<file path="config.mk">
export PLATFORM = sky130hd
export DESIGN_NAME = clkdiv_ctrl
export DESIGN_NICKNAME = d
export VERILOG_FILES = /design/src/rtl/clkdiv_ctrl.sv
export SDC_FILE = /design/constraint.sdc
export NUM_CORES = 1
export LEC_CHECK = 0
export BUFFER_PORTS_ARGS = -buffer_cell sky130_fd_sc_hd__buf_2
export CORE_MARGIN = 2
export CORE_UTILIZATION = 45
export CTS_CLUSTER_DIAMETER = 80
export DETAILED_ROUTE_END_ITERATION = 10
export GPL_TIMING_DRIVEN = 0
export SYNTH_ARGS = -nofsm -noshare
export SYNTH_HDL_FRONTEND = slang
export SYNTH_SLANG_ARGS = --single-unit
</file>
<file path="constraint.sdc">
create_clock -name clkin -period 2.25 [get_ports clkin]
set_input_delay 0.3375 -clock clkin [delete_from_list [all_inputs] [get_ports clkin]]
set_output_delay 0.3375 -clock clkin [all_outputs]
set_load 0.02 [all_outputs]
</file>
<file path="src/rtl/clkdiv_ctrl.sv">
// clkdiv_ctrl: run-time clock divider with glitch-free divide reload,
// clean enable/stop sequencing and a post-toggle tick strobe.
module clkdiv_ctrl #(
    parameter int               CNT_W       = 32,
    parameter logic [CNT_W-1:0] DEFAULT_DIV = CNT_W'(25000000)
) (
    input  logic             clkin,
    input  logic             rst_n,
    input  logic             en,
    input  logic [CNT_W-1:0] div_val,
    input  logic             div_req,
    output logic             div_ack,
    output logic             clkout,
    output logic             tick,
    output logic             busy,
    output logic [CNT_W-1:0] cur_div
);

    typedef enum logic [1:0] {
        S_IDLE,
        S_RUN,
        S_DRAIN
    } state_t;

    state_t           r_state;
    logic [CNT_W-1:0] r_cnt;
    logic [CNT_W-1:0] r_cur_div;
    logic [CNT_W-1:0] r_pend_div;
    logic             r_pend_valid;
    logic             r_div_ack;
    logic             r_clkout;
    logic             r_tick;
    logic             r_busy;

    logic             w_bnd;
    logic             w_step;
    logic             w_accept;
    logic             w_apply;

    assign w_bnd    = (r_cnt == r_cur_div);
    // DRAIN keeps counting only while a high phase must be completed
    assign w_step   = (r_state == S_RUN) ||
                      ((r_state == S_DRAIN) && (en || r_clkout));
    assign w_accept = div_req && !r_pend_valid && !r_div_ack;
    assign w_apply  = r_pend_valid &&
                      ((w_step && w_bnd) || (r_state == S_IDLE));

    always_ff @(posedge clkin or negedge rst_n) begin
        if (!rst_n) begin
            r_state      <= S_IDLE;
            r_cnt        <= '0;
            r_cur_div    <= DEFAULT_DIV;
            r_pend_div   <= '0;
            r_pend_valid <= 1'b0;
            r_div_ack    <= 1'b0;
            r_clkout     <= 1'b0;
            r_tick       <= 1'b0;
            r_busy       <= 1'b0;
        end else begin
            r_div_ack <= w_accept;
            if (w_accept) begin
                r_pend_div   <= div_val;
                r_pend_valid <= 1'b1;
            end else if (w_apply) begin
                r_cur_div    <= r_pend_div;
                r_pend_valid <= 1'b0;
            end

            if (w_step) begin
                if (w_bnd) begin
                    r_cnt    <= '0;
                    r_clkout <= ~r_clkout;
                    r_tick   <= 1'b1;
                end else begin
                    r_cnt    <= r_cnt + CNT_W'(1);
                    r_tick   <= 1'b0;
                end
            end else begin
                r_cnt    <= '0;
                r_clkout <= 1'b0;
                r_tick   <= 1'b0;
            end

            unique case (r_state)
                S_IDLE: begin
                    if (en) begin
                        r_state <= S_RUN;
                        r_busy  <= 1'b1;
                    end
                end
                S_RUN: begin
                    if (!en) begin
                        r_state <= S_DRAIN;
                    end
                end
                S_DRAIN: begin
                    if (en) begin
                        r_state <= S_RUN;
                    end else if (!r_clkout || w_bnd) begin
                        r_state <= S_IDLE;
                        r_busy  <= 1'b0;
                    end
                end
                default: begin
                    r_state <= S_IDLE;
                    r_busy  <= 1'b0;
                end
            endcase
        end
    end

    assign div_ack = r_div_ack;
    assign clkout  = r_clkout;
    assign tick    = r_tick;
    assign busy    = r_busy;
    assign cur_div = r_cur_div;

endmodule

</file>
### After elaboration in Yosys (flattened, before gate mapping)

Cells that the tools add are included.
Widths: inputs -> output; s select.

* bits in registers: 103
* bits in latches: 0
* memory bits (writable): 0
* ROM bits: 0
* input bits: 36
* output and inout bits: 36
* word-level logic and storage cells: 56
* memories: 0

* $add $sub $neg: 1
* $mul: 0
* divide/modulo/power cells: 0
* magnitude comparators: 0
* equality and inequality tests: 9
* shift operators: 0
* muxes and demuxes: 17
* bitwise operators: 3
* reductions and logical operators: 17

Operators by type and width (count)
* $mux 32: 2
* $add 32x1->32 const B: 1
* $eq 32x32->1: 1
* $mux 1: 9
* $mux 2: 4
* $ne 2x2->1 const B: 4
* $pmux 2 s3: 1
* $logic_and 1x1->1: 5
* $logic_or 1x1->1: 4
* $reduce_and 4->1: 1
* $logic_not 1->1: 3
* $ne 3x2->1 const B: 1
* $not 1->1: 3
* $pmux 1 s3: 1
* $reduce_and 3->1: 1
* $eq 2x1->1 const B: 1
* $eq 2x2->1 const B: 1
* $logic_not 2->1: 1
* $ne 2x1->1 const B: 1
* $reduce_and 2->1: 1
* $reduce_bool 2->1: 1

### Logic depth before layout (Yosys ltp)

Gate-level depths: netlist of run 1.

* word-level depth: 8
* mapped depth: 8
* mapped depth without buffers: 6

### Worst setup path after synthesis of run 1

No wires, ideal clock.

* path type: register -> register
* from: register r_cur_div[20], in the netlist cur_div[20]
* to: register r_cur_div[18], in the netlist cur_div[18]
* library setup time: 98 ps
* arrival: 1809 ps
* required time: 2152 ps
* path slack: 343 ps
* stages on the path, launching flop included: 8
* path through: dfstp_2 xor2_1 nor4_2 nand4_1 or2_1 buf_6 buf_8 o311ai_1

* word-level cells in the longest chain between the ends: 5

RTL lines
* start: declaration: line 27 `logic [CNT_W-1:0] r_cur_div;`
* start signal: assignment: line 65 `r_cur_div <= r_pend_div;`
* $eq 32x32->1: line 40 `assign w_bnd = (r_cnt == r_cur_div);`
* $logic_and 1x1->1: line 46 `((w_step && w_bnd) || (r_state == S_IDLE));`
* $logic_or 1x1->1: line 46
* $logic_and 1x1->1: line 45 `assign w_apply = r_pend_valid &&`
* $reduce_and 2->1 (no line)

Every way passes these cells.
A chain may end at the register's enable or synchronous reset.

### Worst setup path after layout of run 1

* from: register r_cur_div[18], in the netlist cur_div[18]
* to: register r_cur_div[4], in the netlist cur_div[4]

The elaborated chain is that of the path after synthesis.

==> metrics.txt, run 1 <==
grt met1 use roughly a third; Core Region roughly 0.012 sq mm; WL final 14950 um; Routed WL per cell approximately 19 um; CP Cell Sequence xor2_1, nor4_1, nand4_1, buf_2, clkbuf_2, o211ai_1, o311ai_1; Final Cell Area ~0.0064 sq mm; syn_nets ~600; EDFF count, synth 0; Setup Crit Path Kind register to register; GR Util All Layers a little under a quarter; startpoint types register; die area 0.01315 sq mm; outcome finished with violations; Setup Skew 0.007031 ns; placed cell area 0.006083 sq mm; worst-skew pair later-pin latency 0.36 ns; total I/O pin count 72; Syn-to-layout area delta 16.13%; crit-path max FO 10; Max Fclk between 0.4 and 0.5 GHz; Slew Limit Fails 0; min Tclk post-route approximately 2.1 ns; violated checks hold timing; via count 4680; pin count of the biggest net entering global routing 58; CTS tree yes; Post-synth top cells dfrtp_1, xor2_1, nand2_1; clock net sink count 103; number of global-route vias before repair 4543; Cell Pwr Density 1085 mW/mm^2; Seq/Total Area, Yosys a little under half; die extent in x 114.7 um; CP bufs+invs 2; global-route wire length before repair about 24000 um; most common cell in the synthesized netlist dfrtp_1; Synth Instances approximately 550; r2r startpoint cur_div[18]$_DFFE_PN1P_; GR Overflow Total 0; RePlAce Congestion 0.8479; Num CTS Buffers 9; cell taking the most area after synthesis dfrtp_1; DRC violations left 0; Post-DRT Antenna Nets 0; grt met2 use 36.88%; fin crit share ~94%; antenna violations before repair 0; crit-path max cell delay 0.60 ns; Post-Syn Area 0.005514 sq mm; Core Rows 40; endpoints failing setup 0; hold crit path type input port to asynchronous set/reset pin; CP top delay family flip-flops; RSZ-0062 raised after global routing true; nets around 670; layout cells sized above 1 25.16%; met3 usage 4.870%; Hold Slack -0.003108 ns; crit path launch cur_div[18]$_DFFE_PN1P_; Synth top area share slightly above 40%; diode count 0; Longest Clk Path Bufs 2; R2R cell count 7; Port Buf Inserts just over 70; Die Ht 114.7 um; peak supply drop about 0.00064 V; hold bufs inserted after CTS 0; initial core utilization around 46%; Static Leakage about 2.8 nW; busiest layer in global routing met2; Rel. slew slack 49.17%; Crit path depth 7; Clk pin slew, worst setup/hold paths 0.08 ns; Critical Path AT 2.34 ns; H-Tree Depth 3; Synth Flop Type dfrtp_1; FFs w/ async S/R, synth 100.0%; setup slack, reg-to-reg 0.13 ns; FF-to-FF End cur_div[4]$_DFFE_PN0P_; vias per std cell 5.977; Syn. warnings 0; router iterations before antenna repair 5; Slowest cell on crit path dfstp_2; Worst Setup End Kind register; CP endpoint cur_div[4]$_DFFE_PN0P_; Hold Violations, Final 1; Worst EP required 2.47 ns; fillcell total ~1100; Yosys cell types 39; DRT iter0 DRCs 413; synth top area cells dfrtp_1, xor2_1, mux2_2; Synth Area per Inst around 10 sq um; Max Cap Viol 0; #FFs+latches synth 103; Tightest Pin Transition 0.7608 ns; root buffer cell clkbuf_16; dpl hpwl 10770 um
-- cell families (layout without fill, tap and decap cells) --
group                    after synthesis  after routing  share of synthesized area, %
AO/OA/AOI/OAI                        139            139                         18.11
buffers and inverters                 79            167                         6.285
AND/OR/NAND/NOR                      132            132                         11.98
flip-flops                           103            103                         47.02
XOR/XNOR                              62             62                         9.848
multiplexers                          32             32                         6.535
adder cells (fa/ha/maj)                1              1                        0.2269
-- metal layers --
layer	vias up	part of all wire, %
met3	20	5.2
met5	-	0
met1	2329	46
met4	0	1.9
li1	2179	-
met2	152	47
-- where the power goes --
group / switching [mW] / total (mW) / leakage (nW) / internal [mW]
combinational: 1.33 / 2.36 / 1.39 / 1.03
clock: 0.778 / 1.55 / 0.144 / 0.777
sequential: 0.599 / 3.03 / 1.23 / 2.43
-- what timing repair did --
item	CTS	global route
setup endpoints to repair	54	57
setup buffers	0	0
gates cloned	0	0
gates resized for setup	2	20
-- through the flow --
step	power [mW]	std cells	util [%]	setup TNS, ns	setup slack [ns]
detailed placement	5.401	767	50.86	-1.159	-0.06581
CTS	6.963	783	53.33	0	0.05032
global placement	5.296	766	50.61	-30.33	-0.3418
floorplan	4.558	548	-	0	0.3427
global route	7.356	783	53.54	-0.07760	-0.01881
finish	6.949	783	53.54	0	0.1294
-- flip-flops by register name, summed over array words and instances (netlist names) --
register	cells
clkout	1
busy	1
div_ack	1
cur_div	32
r_pend_div	32
r_cnt	32
tick	1
r_pend_valid	1
r_state	2
-- layout make-up --
class / instances / area [sq um] / share of cell area, %
Multi-Input combinational cell: 366 / 2595 / 40.52
Sequential cell: 103 / 2592 / 40.48
Buffer: 43 / 224.0 / 3.497
Clock buffer: 9 / 225.2 / 3.517
Tap cell: 147 / 183.9 / 2.872
Timing Repair Buffer: 72 / 385.4 / 6.018
Clock inverter: 7 / 62.56 / 0.9769
Inverter: 36 / 135.1 / 2.110
-- placed cells by master (no fill, tap or decap), types with 3 or more instances in the layout --
cell	netlist	routed
buf_8	3	3
o311ai_1	32	32
clkbuf_2	0	8
inv_1	36	36
o21ai_0	3	3
dfrtp_1	91	91
nor2_1	35	35
and3_1	6	6
clkbuf_1	30	22
nor4_1	7	5
o211ai_1	33	33
nand2_1	42	42
buf_2	7	79
nand3_1	14	14
xnor2_1	7	7
mux2_2	32	32
dfstp_2	12	12
nor4_2	3	5
a31oi_1	32	32
o22ai_1	32	32
and4_1	4	4
nand4_1	11	11
clkbuf_16	0	9
xor2_1	55	55
-- worst reg2reg max path, cell delays in order (launching register included) --
cell and delay (ns):
dfstp_2 0.60, xor2_1 0.09, nor4_1 0.33, nand4_1 0.15, buf_2 0.23, clkbuf_2 0.23
o211ai_1 0.23, o311ai_1 0.13
-- worst min-delay path by stage --
stage / endpoint / startpoint / slack, ns / depth (start not counted)
6_report: r_cnt[8]$_DFF_PN0_ / rst_n / -0.003 / 1
5_1_grt: r_cnt[8]$_DFF_PN0_ / rst_n / 0.05 / 1
4_1_cts: r_cnt[8]$_DFF_PN0_ / rst_n / 0.02 / 1
3_5_place_dp: r_cnt[8]$_DFF_PN0_ / rst_n / 0.40 / 1
3_3_place_gp: r_state[0]$_DFFE_PN0P_ / r_state[1]$_DFFE_PN0P_ / 0.47 / 1
2_1_floorplan: busy$_DFFE_PN0P_ / rst_n / 0.04 / 0
No activity file was read; power rests on OpenSTA's default activity.
==> run 2: changes to the inputs <==
--- a/config.mk
+++ b/config.mk
@@ -7,3 +7,3 @@
 export LEC_CHECK = 0
-export BUFFER_PORTS_ARGS = -buffer_cell sky130_fd_sc_hd__buf_2
+export BUFFER_PORTS_ARGS = -buffer_cell sky130_fd_sc_hd__buf_4
 export CORE_MARGIN = 2
@@ -12,2 +12,3 @@
 export DETAILED_ROUTE_END_ITERATION = 10
+export GPL_ROUTABILITY_DRIVEN = 0
 export GPL_TIMING_DRIVEN = 0
==> constraint.sdc (replaced) <==
create_clock -name clkin -period 2.25 [get_ports clkin]
set_input_delay 0.1125 -clock clkin [delete_from_list [all_inputs] [get_ports clkin]]
set_output_delay 0.1125 -clock clkin [all_outputs]
set_load 0.02 [all_outputs]
==> run 2 against run 1 <==
Compared with the run above: the flow now finishes without violations; final cell count rose by 4.3%; first-iteration DRC count rose by 33%; sequential power hardly changed; global-route usage rose by 1.0 points; hold slack improved by 0.23 ns; power increased by 4.8%; critical path type unchanged; largest power group unchanged; highest routed layer unchanged.
==> metrics.txt, run 2 (synthesized netlist as in run 1, its figures left out) <==
clock net sink count 103 (unchanged); worst-skew pair later-pin latency 0.36 ns (about the same); r2r startpoint cur_div[20]$_DFFE_PN1P_ (was cur_div[18]$_DFFE_PN1P_); Worst Setup End Kind register (unchanged); hold crit path type input port to asynchronous set/reset pin (unchanged); Final Cell Area 0.006945 sq mm (was 0.006404 sq mm); diode count 0 (unchanged); DRC violations left 0 (unchanged); fin crit share 96.23% (was 94.25%); R2R cell count 7 (unchanged); Hold Slack 0.2300 ns (was -0.003108 ns); pin count of the biggest net entering global routing 104 (was 58); CTS tree yes (unchanged); Slew Limit Fails 0 (unchanged); Hold Violations, Final 0 (was 1); Finished Layout Cells 817 (was 783); cell count after placement 766 (was 767); crit-path max FO 10 (unchanged); Cell Pwr Density 1049 mW/mm^2 (was 1085 mW/mm^2); vias per std cell 5.939 (was 5.977); startpoint types register (unchanged); Longest Clk Path Bufs 2 (unchanged); DRT iter0 DRCs 549 (was 413); setup bufs post-CTS 0 (unchanged); Clk pin slew, worst setup/hold paths 0.08 ns (about the same); FF-to-FF End cur_div[23]$_DFFE_PN0P_ (was cur_div[4]$_DFFE_PN0P_); die area 0.01315 sq mm (unchanged); via count 4852 (was 4680); layout cells sized above 1 23.88% (was 25.16%); initial core utilization 46.10% (unchanged); Tightest Pin Transition 0.7654 ns (was 0.7608 ns); slack of the critical path 0.08474 ns (was 0.1294 ns); outcome finished clean (was finished with violations); Power Total 7.284 mW (was 6.949 mW); die extent in x 114.7 um (unchanged); Core Region 0.01196 sq mm (unchanged); Rel. slew slack 48.86% (was 49.17%); placed cell area 0.006231 sq mm (was 0.006083 sq mm); Setup Crit Path Kind register to register (unchanged); Worst EP required 2.47 ns (about the same); GR Util All Layers 24.86% (was 23.81%); Max Cap Viol 0 (unchanged); Num CTS Buffers 9 (unchanged); root buffer cell clkbuf_16 (unchanged); GR Overflow Total 0 (unchanged); H-Tree Depth 3 (unchanged); router iterations before antenna repair 7 (was 5); commonest non-fill, non-tap cell in the layout dfrtp_1 (unchanged); Max Fclk 0.4618 GHz (was 0.4716 GHz); number of global-route vias before repair 4718 (was 4543); setup slack, reg-to-reg 0.08 ns (was 0.13 ns); RSZ-0062 raised after global routing false (was true); total I/O pin count 72 (unchanged); Port Buf Inserts 71 (unchanged); Core Rows 40 (unchanged); Routed WL per cell 18.84 um (was 19.09 um); Critical Path AT 2.39 ns (was 2.34 ns); Die Ht 114.7 um (unchanged); Util after Layout 58.06% (was 53.54%); dpl hpwl 10630 um (was 10770 um); Setup Skew 0.01258 ns (was 0.007031 ns); peak supply drop 0.0008046 V (was 0.0006388 V); commonest cells after routing, fill and taps aside dfrtp_1, buf_4, xor2_1 (was dfrtp_1, buf_2, xor2_1); min Tclk post-route 2.165 ns (was 2.121 ns); Post-DRT Antenna Nets 0 (unchanged); Syn-to-layout area delta 25.96% (was 16.13%); DP Worst Slack -0.05459 ns (was -0.06581 ns); endpoints failing setup 0 (unchanged); WL final 15390 um (was 14950 um); antenna violations before repair 0 (unchanged); Setup TNS Final 0 ns (unchanged); global-route wire length before repair 25320 um (was 24260 um); Static Leakage 3.000 nW (was 2.771 nW); nets 702 (was 668)
-- run 2: layout make-up --
cell class | count | area, sq um
buffer | 43 | 225.2
clock buffer | 9 | 225.2
clock inverter | 7 | 85.08
fill | 1077 | 5016
inverter | 36 | 135.1
multi-input combinational | 366 | 2594
sequential | 103 | 2592
tap | 147 | 183.9
timing repair buffer | 106 | 904.6
-- run 2: timing repair --
action	4_1_cts	5_1_grt
resized for setup	2	18
hold buffers	33	1
hold endpoints to repair	33	33
gates cloned	0	0
setup endpoints to repair	53	63
pin swaps	0	1
-- run 2: worst max-delay path by stage --
stage | from | endpoint | slack (ns) | cells after the start
floorplan | cur_div[20]$_DFFE_PN1P_ | cur_div[18]$_DFFE_PN1P_ | 0.34 | 7
global placement | cur_div[17]$_DFFE_PN0P_ | cur_div[30]$_DFFE_PN0P_ | -0.04 | 7
detailed placement | cur_div[17]$_DFFE_PN0P_ | cur_div[26]$_DFFE_PN0P_ | -0.05 | 7
CTS | cur_div[17]$_DFFE_PN0P_ | cur_div[23]$_DFFE_PN0P_ | 0.03 | 7
global route | cur_div[20]$_DFFE_PN1P_ | r_cnt[20]$_DFF_PN0_ | 0.001 | 7
finish | cur_div[20]$_DFFE_PN1P_ | cur_div[23]$_DFFE_PN0P_ | 0.08 | 7
-- run 2: report_power, final --
group | switching [mW] | internal (mW)
Clock | 0.782 | 0.890
Sequential | 0.627 | 2.43
Combinational | 1.35 | 1.20
Total | 2.76 | 4.52
-- run 2: metal layers --
metal	wire (um)	part of all wire [%]	up-vias	GRT usage, %
met2	7299	47	188	38.34
met5	0	0	-	0
li1	-	-	2245	-
met3	850	5.5	33	5.294
met4	299	1.9	0	8.675
met1	6941	45	2386	34.86
-- run 2: critical path, stage by stage, from the launching register on --
cell      delay [ns]
dfstp_2         0.60
xor2_1          0.12
nor4_2          0.31
nand4_1         0.15
buf_2           0.23
clkbuf_1        0.26
o211ai_1        0.24
o311ai_1        0.12
==> run 3: changes to the inputs <==
- clock period: 2.25 -> 2.5 ns (I/O delays scaled with it)
==> run 3 against run 2 <==
Compared with the run above: power shrank 10%; hold slack better by 0.0091 ns; combinational power is 11% lower; largest cell class is now sequential cells; final cell count stayed put; maximum frequency fell by 4.9%; critical endpoint unchanged; utilization down 0.25 points; die area stayed put; sequential share of layout area grew 0.16 points.
==> metrics.txt, run 3 (synthesized netlist as in run 1, its figures left out) <==
initial core utilization 46.10% (unchanged); Num CTS Buffers 9 (unchanged); Post-DRT Antenna Nets 0 (unchanged); area of the multi-input gates 0.002575 sq mm (was 0.002594 sq mm); antenna violations before repair 0 (unchanged); Max Cap Viol 0 (unchanged); Routed WL per cell 18.76 um (was 18.84 um); Die Ht 114.7 um (unchanged); commonest non-fill, non-tap cell in the layout dfrtp_1 (unchanged); Critical Path AT 2.50 ns (was 2.39 ns); Hold Violations, Final 0 (unchanged); outcome finished clean (unchanged); pin count of the biggest net entering global routing 104 (unchanged); FF/Latch Area 0.002592 sq mm (unchanged); startpoint types register (unchanged); diode count 0 (unchanged); min Tclk post-route 2.277 ns (was 2.165 ns); nets 702 (unchanged); Seq pwr share 42.2% (was 42.0%); DRC violations left 0 (unchanged); Longest Clk Path Bufs 2 (unchanged); Core Rows 40 (unchanged); Syn-to-layout area delta 25.41% (was 25.96%); Slew Limit Fails 0 (unchanged); P_sw 2.464 mW (was 2.762 mW); total I/O pin count 72 (unchanged); GR Util All Layers 24.86% (unchanged); via count 4856 (was 4852); H-Tree Depth 3 (unchanged); endpoints failing setup 0 (unchanged); vias per std cell 5.944 (was 5.939); DRT iter0 DRCs 521 (was 549); Clk pwr share 23.0% (about the same); Power Total 6.530 mW (was 7.284 mW); layout cells sized above 1 22.39% (was 23.88%); Core Region 0.01196 sq mm (unchanged); Worst EP required 2.72 ns (was 2.47 ns); RSZ-0062 raised after global routing false (unchanged); peak supply drop 0.0007208 V (was 0.0008046 V); Static Leakage 2.983 nW (was 3.000 nW); GR Overflow Total 0 (unchanged); WL final 15330 um (was 15390 um); commonest cells after routing, fill and taps aside dfrtp_1, buf_4, xor2_1 (unchanged); Port Buf Inserts 71 (unchanged); number of global-route vias before repair 4718 (unchanged); setup bufs post-CTS 0 (unchanged); Worst Setup End Kind register (unchanged); worst-skew pair later-pin latency 0.36 ns (about the same); hold crit path type input port to asynchronous set/reset pin (unchanged); Max Fclk 0.4392 GHz (was 0.4618 GHz); global-route wire length before repair 25320 um (unchanged); portion of total power attributed to combinational logic 34.8% (was 35.0%); Setup Skew 0.01064 ns (was 0.01258 ns); fin crit share 91.07% (was 96.23%); dpl hpwl 10630 um (unchanged); Clk pin slew, worst setup/hold paths 0.07 ns (was 0.08 ns); Setup Crit Path Kind register to register (unchanged); crit-path max FO 10 (unchanged); fillcell total 1072 (was 1077); die extent in x 114.7 um (unchanged); Setup TNS Final 0 ns (unchanged); Rel. slew slack 48.81% (was 48.86%); switch share 37.73% (was 37.91%); Tightest Pin Transition 0.7662 ns (was 0.7654 ns); R2R cell count 7 (unchanged); CTS tree yes (unchanged); P_int 4.066 mW (was 4.522 mW); clock net sink count 103 (unchanged); die area 0.01315 sq mm (unchanged); Cell Pwr Density 944.3 mW/mm^2 (was 1049 mW/mm^2); router iterations before antenna repair 8 (was 7); root buffer cell clkbuf_16 (unchanged)
-- run 3: cell counts in the layout (fill, tap and decap cells not counted) --
No cell type changed its count.
-- run 3: final timing paths --
path / end / slack [ns] / start
max in group asynchronous: cur_div[16]$_DFFE_PN1P_ / 1.58 / rst_n
min reg2reg: r_state[0]$_DFFE_PN0P_ / 0.48 / r_state[1]$_DFFE_PN0P_
max: cur_div[23]$_DFFE_PN0P_ / 0.22 / cur_div[27]$_DFFE_PN0P_
min: r_cnt[12]$_DFF_PN0_ / 0.24 / rst_n
max reg2reg: cur_div[23]$_DFFE_PN0P_ / 0.22 / cur_div[27]$_DFFE_PN0P_
min in group clkin: r_pend_div[2]$_DFFE_PN0P_ / 0.34 / div_req
-- run 3: critical path, cell delays in order, from the launching register on --
cell	delay [ns]
dfrtp_1	0.49
xor2_1	0.19
nor4_1	0.36
nand4_1	0.15
clkbuf_1	0.31
buf_1	0.30
o211ai_1	0.22
o311ai_1	0.12
-- run 3: per-layer routing --
layer	part of all wire [%]	global-route usage [%]
met1	45	34.86
met2	48	38.34
met3	5.8	5.294
met4	1.9	8.675
met5	0	0
-- run 3: repair_timing --
item,CTS,global route
hold endpoints to repair,33,33
hold buffers,33,1
resized for setup,0,3
endpoints found under the setup margin,0,6
-- run 3: layout make-up --
| type | count | area share [%] |
|---|---|---|
| repair buffers | 106 | 13.08 |
| well taps | 147 | 2.660 |
| inverters | 36 | 1.954 |
| flip-flops and latches | 103 | 37.49 |
| clock inverters | 7 | 1.230 |
| plain buffers | 43 | 3.094 |
| multi-input cells | 366 | 37.24 |
| clock buffers | 9 | 3.257 |
-- run 3: power by group through the flow --
stage          sequential (mW)  combinational (mW)  clock (mW)
2_1_floorplan             2.80                1.30           0
3_3_place_gp              2.75                2.16           0
3_5_place_dp              2.78                2.21           0
4_1_cts                   2.74                2.26        1.55
5_1_grt                   2.82                2.49        1.61
6_report                  2.75                2.28        1.50
-- run 3: through the flow --
step	utilization (%)	setup WS, ns	hold WS (ns)	std cells	instance area, sq um
floorplan	-	0.5927	-0.1706	548	5514
global placement	52.09	0.2089	0.2976	766	6231
detailed placement	52.09	0.1954	0.3086	766	6231
CTS	57.45	0.1583	0.1217	815	6872
global route	57.81	0.01289	0.2745	817	6915
finish	57.81	0.2232	0.2391	817	6915
